--- config.mk ---
export PLATFORM = sky130hd
export DESIGN_NAME = sync_fifo
export DESIGN_NICKNAME = d
export VERILOG_FILES = /design/src/rtl/sync_fifo.sv
export SDC_FILE = /design/constraint.sdc
export NUM_CORES = 1
export LEC_CHECK = 0
export ABC_AREA = 1
export CAP_MARGIN = 20
export CORE_MARGIN = 4
export CORE_UTILIZATION = 62
export DETAILED_ROUTE_END_ITERATION = 8
export GPL_TIMING_DRIVEN = 0
export HOLD_SLACK_MARGIN = 0.05
export PLACE_DENSITY = 0.89
export SYNTH_ARGS = -nofsm -noshare
export SYNTH_HDL_FRONTEND = slang
export SYNTH_SLANG_ARGS = --single-unit
--- constraint.sdc ---
create_clock -name clk -period 7.3 [get_ports clk]
set_input_delay 1.825 -clock clk [delete_from_list [all_inputs] [get_ports clk]]
set_output_delay 1.825 -clock clk [all_outputs]
set_load 0.02 [all_outputs]
--- src/rtl/sync_fifo.sv ---
// sync_fifo: single-clock FIFO with first-word fall-through output.
// Registered status flags (wr_request, rd_request, reserve) are derived from
// the next-state occupancy, so they are valid in the cycle after each edge.
// Optional sticky error outputs are enabled by defining SYNC_FIFO_ERR_EN.
module sync_fifo #(
    parameter int ADDR_WIDTH = 3,
    parameter int DATA_WIDTH = 16,
    parameter int RESERVE    = 2
) (
    input  logic                  clk,
    input  logic                  reset,
    input  logic                  wr_en,
    input  logic [DATA_WIDTH-1:0] data_in,
    output logic                  wr_request,
    input  logic                  rd_en,
    output logic [DATA_WIDTH-1:0] data_out,
    output logic                  rd_request,
    output logic                  reserve,
    output logic [ADDR_WIDTH:0]   count
`ifdef SYNC_FIFO_ERR_EN
    ,
    output logic                  overflow_err,
    output logic                  underflow_err
`endif
);

    localparam int DEPTH    = 1 << ADDR_WIDTH;
    localparam int RESV_INT = DEPTH - RESERVE;

    localparam logic [ADDR_WIDTH:0]   FULL_COUNT = {1'b1, {ADDR_WIDTH{1'b0}}};
    localparam logic [ADDR_WIDTH:0]   RESV_LEVEL = RESV_INT[ADDR_WIDTH:0];
    localparam logic [ADDR_WIDTH:0]   CNT_ONE    = {{ADDR_WIDTH{1'b0}}, 1'b1};
    localparam logic [ADDR_WIDTH-1:0] PTR_ONE    = {{(ADDR_WIDTH-1){1'b0}}, 1'b1};

    logic [DATA_WIDTH-1:0] mem [DEPTH];
    logic [ADDR_WIDTH-1:0] wr_ptr;
    logic [ADDR_WIDTH-1:0] rd_ptr;
    logic                  wr_accept;
    logic                  rd_accept;
    logic [ADDR_WIDTH:0]   next_count;

    // Decide which operations are accepted this cycle and the resulting occupancy
    always_comb begin
        rd_accept  = 1'b0;
        wr_accept  = 1'b0;
        next_count = count;
        rd_accept  = rd_en && (count != '0);
        wr_accept  = wr_en && ((count != FULL_COUNT) || rd_accept);
        if (wr_accept && !rd_accept) begin
            next_count = count + CNT_ONE;
        end else if (rd_accept && !wr_accept) begin
            next_count = count - CNT_ONE;
        end
    end

    // Storage array is deliberately left out of reset; only pointers clear
    always_ff @(posedge clk) begin
        if (wr_accept) begin
            mem[wr_ptr] <= data_in;
        end
    end

    // Pointers, occupancy and status flags registered from the next occupancy
    always_ff @(posedge clk or posedge reset) begin
        if (reset) begin
            wr_ptr     <= '0;
            rd_ptr     <= '0;
            count      <= '0;
            wr_request <= 1'b1;
            rd_request <= 1'b0;
            reserve    <= 1'b0;
        end else begin
            if (wr_accept) begin
                wr_ptr <= wr_ptr + PTR_ONE;
            end
            if (rd_accept) begin
                rd_ptr <= rd_ptr + PTR_ONE;
            end
            count      <= next_count;
            wr_request <= (next_count != FULL_COUNT);
            rd_request <= (next_count != '0);
            reserve    <= (next_count >= RESV_LEVEL);
        end
    end

`ifdef SYNC_FIFO_ERR_EN
    // Sticky error flags; a read paired with a write on an empty FIFO is not an underflow
    always_ff @(posedge clk or posedge reset) begin
        if (reset) begin
            overflow_err  <= 1'b0;
            underflow_err <= 1'b0;
        end else begin
            if (wr_en && !wr_accept) begin
                overflow_err <= 1'b1;
            end
            if (rd_en && !wr_en && (count == '0)) begin
                underflow_err <= 1'b1;
            end
        end
    end
`endif

    assign data_out = mem[rd_ptr];

endmodule

==> metrics.txt <==
io pins 43; initial antenna violation count 0; Syn Std Cell Area 0.005751 sq mm; top layer in use met4; Crit Path Max Fanout 10; first-pass GRT wire length 21,870 um; GRT Util Overall 26.81%; Hold Path Class register to register; row cnt 34; hold path depth 2; Post-CTS Setup Inserts 0; CTS resizes 0; final worst slack 2688 ps; switching part of the total power 37.27%; vias in the first global route 4,145; NetSw 1.204 mW; LEAKAGE 2.539 nW; multi-input logic area 0.001411 sq mm; area delta synth->final 21.89%; Peak Freq about 0.22 GHz; largest net degree at the start of global routing 17; RSZ-0062 raised after global routing no; Setup Skew 11.25 ps; Pwr Density 460.9 mW/mm^2; Slew HR 27.86%; Post-Syn Nets 484; Place WS 3222 ps; post-route ant nets 0; Die Y 104.3 um; clock tree sinks 141; Residual DRC 0; kind of critical path register to output port; ratio of cells with drive above 1 in the final layout 13.94%; post-synthesis sequential area ratio between 70% and 80%; synth warn 0; met3 wire len between 1500 and 2000 um; Synth Instances 460; fillcell total 450; DIE WIDTH 104.3 um; post-layout min period 4612 ps; status finished, final reports clean; die area 0.01088 sq mm; Clock transition at path regs 60 ps; Routed met2 length 7030 um; Slew Limit Fails 0; DRT met1 WL 4923 um; CP endpoint kind output port; Post-CTS Hold Buffers 0; Sequential cell area 0.004170 sq mm; CP required 5480 ps; Period Utilization, post-route between 60% and 70%; ant diodes 0; setup_tns 0 ps; Port-buffer cells 42; Initial DRT Pass Iterations 6; Yosys reg bits about 140; detailed placement HPWL 8480 um; grt ovf 0; Core ar. 0.008891 sq mm; Seq pwr share between 30% and 40%; cell count of the worst reg-to-reg path 6; count of cell types in the netlist 27; Worst-Skew Late Latency 540 ps; final estimated routing congestion in global placement 0.7822; via count a little over 4,000; Worst-Margin Slew 1081 ps; reg2reg setup slack 4600 ps; Clk pwr share 28.0%; Cell Int Power 2.026 mW; 1st-iter DRT viols around 550; setup violators final 0; crit path DAT 2790 ps; CTS tree built; clock root cell clkbuf_8; Max Cap Violations 0; final net count 549; TritonCTS Buffers 17; Gate power share approximately 39%; Peak VDD IR 273.4 uV; Post-Route WL 14,130 um; DR WL/cell approximately 22 um; final hold vios 0; vias per cell 6.351; kind of start point of the critical path register; Initial Util 64.68%; Longest Clk Path Bufs 2; Mean Syn Cell Area 12.50 sq um; H-Tree Depth 4
## stage by stage
stage                     hold slack (ps)  util (%)  instances  cell area [sq um]  power (mW)
after global placement              513.4     70.93        610               6306       2.226
after floorplan                     490.9         -        460               5751       1.815
final                               566.5     78.83        646               7009       3.231
after detailed placement            547.0     71.83        614               6386       2.297
after CTS                           558.6     78.83        646               7009       3.216
after global routing                595.6     78.83        646               7009       3.366
## cell type report
type	count	share of cell area (%)
flip-flops and latches	141	59.50
well taps	108	1.928
plain buffers	25	2.053
multi-input cells	282	20.14
inverters	12	0.6426
clock buffers	17	5.909
repair buffers	46	6.855
clock inverters	15	2.981
## flip-flops by register name (all words and copies together), names as in the netlist
signal and cells:
mem 128, wr_ptr 3, rd_ptr 3, count 4, wr_request 1, reserve 1, rd_request 1
## critical path, stage by stage (launching register included)
cell and delay, ps:
dfrtp_1 360, buf_2 240, buf_1 470, o21ai_0 200, o32ai_1 150, nand2_1 80, nand2_1 110, clkdlybuf4s50_1 640
## placed cells by master (no fill, tap or decap), types with 2 or more instances in the layout
master	Yosys	layout
buf_2	10	10
buf_6	5	5
buf_8	0	4
bufinv_16	0	4
clkbuf_1	9	9
clkbuf_16	0	16
clkdlybuf4s50_1	0	42
clkinv_4	0	2
clkinvlp_4	0	3
dfrtp_1	12	12
edfxtp_1	128	128
ha_1	4	4
inv_1	9	9
inv_2	2	2
inv_6	0	5
nand2_1	78	78
nand2_2	5	5
nand3_1	8	8
nand3_2	2	2
nor2_1	107	99
nor2_2	1	9
o21ai_0	33	33
o32ai_1	32	32
xor2_1	5	5
## power groups by stage
| stage | sequential [mW] | combinational (mW) | clock, mW |
|---|---|---|---|
| 2_1_floorplan | 1.09 | 0.726 | 0 |
| 3_3_place_gp | 1.07 | 1.15 | 0 |
| 3_5_place_dp | 1.08 | 1.22 | 0 |
| 4_1_cts | 1.07 | 1.25 | 0.903 |
| 5_1_grt | 1.08 | 1.35 | 0.942 |
| 6_report | 1.07 | 1.26 | 0.904 |
## synthesized netlist by cell type
cell | number | share of area (%)
xor2_1 | 5 | 0.76
edfxtp_1 | 128 | 67
clkbuf_1 | 9 | 0.59
buf_6 | 5 | 0.98
nor2_2 | 1 | 0.11
dfrtp_1 | 12 | 5.2
o32ai_1 | 32 | 4.9
nand2_2 | 5 | 0.54
nand2_4 | 1 | 0.20
nand3_1 | 8 | 0.70
nand2_1 | 78 | 5.1
nor2_1 | 107 | 7.0
nand3_2 | 2 | 0.35
o21ai_2 | 1 | 0.15
nor2_4 | 1 | 0.20
dfstp_2 | 1 | 0.46
nand4_1 | 1 | 0.11
or2_2 | 1 | 0.11
inv_1 | 9 | 0.59
inv_2 | 2 | 0.13
o21ai_0 | 33 | 2.9
buf_1 | 1 | 0.065
nor3_1 | 1 | 0.087
a21boi_2 | 1 | 0.20
clkinv_1 | 1 | 0.065
ha_1 | 4 | 0.87
buf_2 | 10 | 0.87
## cells by family (layout without fill, tap and decap cells)
logic type / Yosys count / count (layout) / share of synthesized area, %
buffers and inverters: 37 / 115 / 3.285
AOI/OAI and AO/OA: 67 / 67 / 8.094
and+or+nand+nor: 206 / 206 / 14.47
adders and majority gates: 4 / 4 / 0.8704
xor gates and xnor gates: 5 / 5 / 0.7615
DFF: 141 / 141 / 72.52
## layer usage
layer	global-route usage [%]	vias to the layer above
li1	-	1767
met1	32.46	1940
met2	44.79	344
met3	7.325	52
met4	12.44	0
met5	0	-
## final timing paths
check / from / endpoint
hold / removal: wr_ptr[0]$_DFFE_PP0P_ / wr_ptr[0]$_DFFE_PP0P_
min in group asynchronous: reset / rd_request$_DFF_PP0_
max in group asynchronous: reset / wr_request$_DFF_PP1_
setup / recovery: rd_ptr[1]$_DFFE_PP0N_ / data_out[12]
hold reg to reg: wr_ptr[0]$_DFFE_PP0P_ / wr_ptr[0]$_DFFE_PP0P_
setup reg to reg: count[0]$_DFF_PP0_ / mem[6][4]$_DFFE_PP_
(Power assumes the default switching activity.)
